[src/rtl/gol_pattern_loader_if.sv]
// Byte-stream handshake between the host byte source and the pattern loader.
// The source drives data/valid through the master modport; the loader answers
// with ready through the slave modport.
interface gol_pattern_loader_if;
    logic [7:0] in_data;
    logic       in_valid;
    logic       in_ready;

    modport master (
        output in_data,
        output in_valid,
        input  in_ready
    );

    modport slave (
        input  in_data,
        input  in_valid,
        output in_ready
    );
endinterface

[src/rtl/gol_pattern_loader.sv]
// Game of Life pattern loader.
// Collects a framed byte stream (sync byte, CELLS_X*CELLS_Y/8 payload bytes,
// optional XOR checksum) into a shadow buffer, then copies it onto cells_out
// and strobes overwrite for one cycle so the grid takes the new initial state.
// Optional feature macro: GOL_LOADER_CHECKSUM_EN adds the trailing checksum
// byte, the CHECK state and a functional chk_err pulse.
module gol_pattern_loader #(
    parameter int         CELLS_X   = 32,
    parameter int         CELLS_Y   = 18,
    parameter logic [7:0] SYNC_BYTE = 8'hA5
) (
    input  logic                       clk,
    input  logic                       rst,
    gol_pattern_loader_if.slave        stream,
    output logic [CELLS_X*CELLS_Y-1:0] cells_out,
    output logic                       overwrite,
    output logic                       busy,
    output logic                       chk_err
);

    localparam int TOTAL = CELLS_X * CELLS_Y;
    localparam int NB    = TOTAL / 8;
    localparam int CNT_W = $clog2(NB);
    localparam logic [CNT_W-1:0] LAST = CNT_W'(NB - 1);

    typedef enum logic [2:0] {
        IDLE   = 3'd0,
        LOAD   = 3'd1,
`ifdef GOL_LOADER_CHECKSUM_EN
        CHECK  = 3'd2,
`endif
        COMMIT = 3'd3,
        PULSE  = 3'd4
    } state_t;

    state_t             state;
    state_t             state_nxt;
    logic [CNT_W-1:0]   cnt;
    logic [TOTAL-1:0]   shadow;
    logic               in_ready_c;
    logic               accept;
    logic               is_sync;

    // Ready depends on state only, so the source never sees a combinational
    // path from its own valid back to ready.
    assign in_ready_c      = (state != COMMIT) && (state != PULSE);
    assign stream.in_ready = in_ready_c;
    assign accept          = stream.in_valid && in_ready_c;
    assign is_sync         = (stream.in_data == SYNC_BYTE);
    assign busy            = (state != IDLE);

`ifdef GOL_LOADER_CHECKSUM_EN
    logic [7:0] csum;

    // Running XOR of payload bytes; cleared when a new frame starts.
    always_ff @(posedge clk) begin
        if (rst) begin
            csum <= '0;
        end else if (state == IDLE && accept && is_sync) begin
            csum <= '0;
        end else if (state == LOAD && accept) begin
            csum <= csum ^ stream.in_data;
        end
    end

    // One-cycle error pulse when the trailing byte disagrees with the XOR.
    always_ff @(posedge clk) begin
        if (rst) begin
            chk_err <= 1'b0;
        end else begin
            chk_err <= (state == CHECK) && accept && (stream.in_data != csum);
        end
    end
`else
    assign chk_err = 1'b0;
`endif

    // State register.
    always_ff @(posedge clk) begin
        if (rst) begin
            state <= IDLE;
        end else begin
            state <= state_nxt;
        end
    end

    // Next-state logic; every waiting state holds until a byte is accepted.
    always_comb begin
        state_nxt = state;
        case (state)
            IDLE: begin
                if (accept && is_sync) begin
                    state_nxt = LOAD;
                end
            end
            LOAD: begin
                if (accept && cnt == LAST) begin
`ifdef GOL_LOADER_CHECKSUM_EN
                    state_nxt = CHECK;
`else
                    state_nxt = COMMIT;
`endif
                end
            end
`ifdef GOL_LOADER_CHECKSUM_EN
            CHECK: begin
                if (accept) begin
                    state_nxt = (stream.in_data == csum) ? COMMIT : IDLE;
                end
            end
`endif
            COMMIT:  state_nxt = PULSE;
            PULSE:   state_nxt = IDLE;
            default: state_nxt = IDLE;
        endcase
    end

    // Payload byte counter; parks at the last index instead of wrapping.
    always_ff @(posedge clk) begin
        if (rst) begin
            cnt <= '0;
        end else if (state == IDLE && accept && is_sync) begin
            cnt <= '0;
        end else if (state == LOAD && accept && cnt != LAST) begin
            cnt <= cnt + 1'b1;
        end
    end

    // Shadow buffer fills from the top: after NB shifts byte k sits at bits
    // 8k+7..8k, which is exactly the LSB-first row-major cell order.
    always_ff @(posedge clk) begin
        if (state == LOAD && accept) begin
            shadow <= {stream.in_data, shadow[TOTAL-1:8]};
        end
    end

    // Visible grid image: only replaced by a complete, accepted frame.
    always_ff @(posedge clk) begin
        if (rst) begin
            cells_out <= '0;
        end else if (state == COMMIT) begin
            cells_out <= shadow;
        end
    end

    // Registered strobe so cells_out has already been stable for a cycle
    // when the grid sees the rising edge of overwrite.
    always_ff @(posedge clk) begin
        if (rst) begin
            overwrite <= 1'b0;
        end else begin
            overwrite <= (state == PULSE);
        end
    end

endmodule

[src/flat_wrapper.sv]
// flat-port wrapper written by rule: the top's interface ports become plain ports
module gol_pattern_loader_flat 
#(
    parameter int         CELLS_X   = 32,
    parameter int         CELLS_Y   = 18,
    parameter logic [7:0] SYNC_BYTE = 8'hA5
)
  (clk, rst, cells_out, overwrite, busy, chk_err, stream_in_data, stream_in_valid, stream_in_ready);
  gol_pattern_loader_if stream_i ();
  input  logic clk;
  input  logic rst;
  output logic [CELLS_X*CELLS_Y-1:0] cells_out;
  output logic overwrite;
  output logic busy;
  output logic chk_err;
  input wire logic [$bits(stream_i.in_data)-1:0] stream_in_data;
  input wire logic [$bits(stream_i.in_valid)-1:0] stream_in_valid;
  output wire logic [$bits(stream_i.in_ready)-1:0] stream_in_ready;
  assign stream_i.in_data = stream_in_data;
  assign stream_i.in_valid = stream_in_valid;
  assign stream_in_ready = stream_i.in_ready;
  gol_pattern_loader #(.CELLS_X(CELLS_X), .CELLS_Y(CELLS_Y), .SYNC_BYTE(SYNC_BYTE)) u_core (.clk(clk), .rst(rst), .stream(stream_i), .cells_out(cells_out), .overwrite(overwrite), .busy(busy), .chk_err(chk_err));
endmodule
[config.mk]
export PLATFORM = sky130hd
export DESIGN_NAME = gol_pattern_loader_flat
export DESIGN_NICKNAME = d
export VERILOG_FILES = /design/src/rtl/gol_pattern_loader_if.sv /design/src/rtl/gol_pattern_loader.sv /design/src/flat_wrapper.sv
export SDC_FILE = /design/constraint.sdc
export NUM_CORES = 1
export LEC_CHECK = 0
export ABC_CLOCK_PERIOD_IN_PS = 22800
export CAP_MARGIN = 20
export CORE_UTILIZATION = 57
export CTS_CLUSTER_SIZE = 24
export DETAILED_ROUTE_END_ITERATION = 8
export PLACE_DENSITY = 0.87
export SETUP_SLACK_MARGIN = 0.4
export SYNTH_ARGS = -nofsm -noshare
export SYNTH_HDL_FRONTEND = slang
export SYNTH_SLANG_ARGS = --single-unit
[constraint.sdc]
create_clock -name clk -period 22.8 [get_ports clk]
set_input_delay 2.28 -clock clk [delete_from_list [all_inputs] [get_ports clk]]
set_output_delay 2.28 -clock clk [all_outputs]
set_load 0.02 [all_outputs]
==> qor.txt <==
outcome - complete, no violations
Yosys Warn Count - 0
cell depth of the worst flop-to-flop path - 6
largest net degree at the start of global routing - 230
clock tree buffer depth - 3
vias in the first global route - 25200
Critical R2R Launch - u_core.state[2]$_SDFFE_PP0P_
most used cell, CP - buf_4
PortBufs - 589
max_cap viols - 0
Tcrit/Tclk final - 22.6%
die width - 260 um
Post-DRT Antenna Nets - 0
die height - 260 um
main flop type after synthesis - dfxtp_1
Power Total - 4.02 mW
clock sinks - 1163
Area growth syn-to-layout - 25.2%
WL final - 99500 um
r2r setup slk - 18.20 ns
Total GRT Usage - 28.4%
buffers and inverters on the worst path - 4
Routed WL per cell - 21.6 um
GRT Residual Overflow - 0
Worst Hold Depth - 0
Initial Util - 57.6%
Hold Buf Count CTS - 0
setup bufs post-CTS - 0
drc violations - 0
Yosys reg bits - 1163
CP top delay family - buffers and inverters
Avg Inst Size Synth - 12.1 sq um
unrepaired setup endpoints after global routing - false
latest clock arrival within the worst-skew pair - 0.66 ns
crit-path cells - buf_8, buf_4, buf_4, buf_4, a21oi_1
CP Capture Type - register
Initial DRT Pass Iterations - 8
most frequent cells in the layout - nand2_1 (1155), clkdlybuf4s50_1 (588), dfxtp_1 (587), a21oi_1 (578), edfxtp_1 (576)
Netlist cell types - 30
Async SR Flop Fraction - 0%
slowest stage cell on the critical path - buf_4
CTS tree - done
worst reg2reg endpoint - u_core.cells_out[356]$_SDFFE_PP0P_
clk_skew - 0.0280 ns
Lkg Pwr - 14.4 nW
kind of critical path - primary input to register
layout cells sized above 1 - 5.09%
via count - 26100
Hold Crit Class - register to register
Post-Syn Area - 37900 sq um
initial antenna violation count - 1
fin area - 47400 sq um
Vias per Instance - 5.65
final cell utilization of the core - 72.1%
most utilized layer in the global route result - met2
placed cells - 4409
core box area - 65700 sq um
Cell Pwr Density - 84.8 nW/um^2
startpoint types - primary input
total negative slack - 0 ns
first-pass GRT wire length - 146000 um
f_max - 194 MHz
met2 Resource Use GR - 47.5%
Ports - 591
CTS clk-pin slew, worst paths - 0.06 ns
CP max stage delay - 0.80 ns
crit path time final - 5.15 ns
cts repair resizes - 0
Final Hold Vio Count - 0
Layout Cells excl Fill - 4615
DIE AREA - 67500 sq um
met1 Track Usage GR - 35.1%
First DRT Iteration DRCs - 3231
CTS Root Cell - clkbuf_16
origin of the worst setup path - rst
GPL Wtd Cong - 0.862
post-synthesis sequential area ratio - 76.7%
Max Fanout on Critical Path - 169
DP HPWL - 60200 um
M3 GR Usage - 7.60%
CTS buffer count - 107
Worst Setup EP - u_core.cells_out[90]$_SDFFE_PP0P_
CP arrival - 5.64 ns
Final setup viols - 0
Crit path depth - 5
CP Data Required Time - 23.29 ns
Slew Viols, Final - 0
H-tree depth - 3
Tightest Pin Transition - 1.25 ns
commonest non-fill, non-tap cell in the layout - nand2_1
Syn Nets - 3145
EDFF count, synth - 576
VDD IR max - 0.0744 mV
Area after DPL - 43700 sq um
final net count - 3667
num rows - 94
cells after synthesis - 3133
relative slew slack - 16.9%
worst register-to-register path, cell delays in order (launching register included):
cell and delay, ns:
dfxtp_1 0.46, or2_4 0.63, buf_4 0.88, buf_4 1.06, buf_4 0.98, nand2_1 0.25
a21oi_1 0.23
power by group:
group	switching [mW]	internal (mW)
registers	0.000318	2.17
clock network	0.784	1.04
logic	0.0182	0.00266
sequential cells by signal (all words and copies together) (netlist names):
register / flops
u_core.cells_out: 576
u_core.shadow: 576
u_core.cnt: 7
u_core.state: 3
u_core.overwrite: 1
Yosys cell counts, types with 3 or more instances:
cell	n	area share (%)
nor2_1	11	0.11
buf_6	58	1.7
a21oi_1	578	7.6
xnor2_1	4	0.093
buf_2	49	0.65
nand2_1	1155	11
clkbuf_1	69	0.68
dfxtp_1	587	31
inv_1	3	0.030
edfxtp_1	576	46
buf_4	18	0.36
nand3_1	3	0.040
final cells by class:
class / count / area [sq um]
clock inverters: 54 / 589
clock buffers: 150 / 3040
fillers: 3857 / 18300
flip-flops and latches: 1163 / 29000
multi-input cells: 1773 / 7510
diodes: 1 / 2.50
inverters: 3 / 18.8
well taps: 864 / 1080
repair buffers: 607 / 6110
through the flow:
step | worst slack (ns) | hold slack (ns)
after floorplan | 7.79 | 0.426
after global placement | 17.20 | 0.428
after detailed placement | 17.12 | 0.431
after CTS | 17.81 | 0.424
after global routing | 17.54 | 0.442
final | 17.65 | 0.422
routing by layer:
metal,up-vias,share of wire [%]
met4,2,3.8
met2,1551,49
met1,12700,37
met3,225,10
met5,-,0.011
li1,11600,-
kinds of logic (layout without fill, tap and decap cells):
group                      Yosys count  in the layout  synth area share, %
buffers and inverters              197            814                 3.44
AOI/OAI and AO/OA                  582            582                 7.74
and+or+nand+nor                   1182           1182                 11.9
adders and majority gates            1              1               0.0330
DFF                               1163           1163                 76.7
xor gates and xnor gates             6              6                0.139
other                                1              2              0.00990
muxes                                1              1               0.0264
worst min path at each step:
| stage | from | to |
|---|---|---|
| floorplan | u_core.shadow[8]$_DFFE_PP_ | u_core.shadow[0]$_DFFE_PP_ |
| global placement | u_core.shadow[431]$_DFFE_PP_ | u_core.shadow[423]$_DFFE_PP_ |
| detailed placement | u_core.shadow[238]$_DFFE_PP_ | u_core.shadow[230]$_DFFE_PP_ |
| CTS | u_core.shadow[278]$_DFFE_PP_ | u_core.shadow[270]$_DFFE_PP_ |
| global route | u_core.shadow[278]$_DFFE_PP_ | u_core.shadow[270]$_DFFE_PP_ |
| finish | u_core.shadow[278]$_DFFE_PP_ | u_core.shadow[270]$_DFFE_PP_ |
Note: power is estimated with default switching activity, not from simulation.
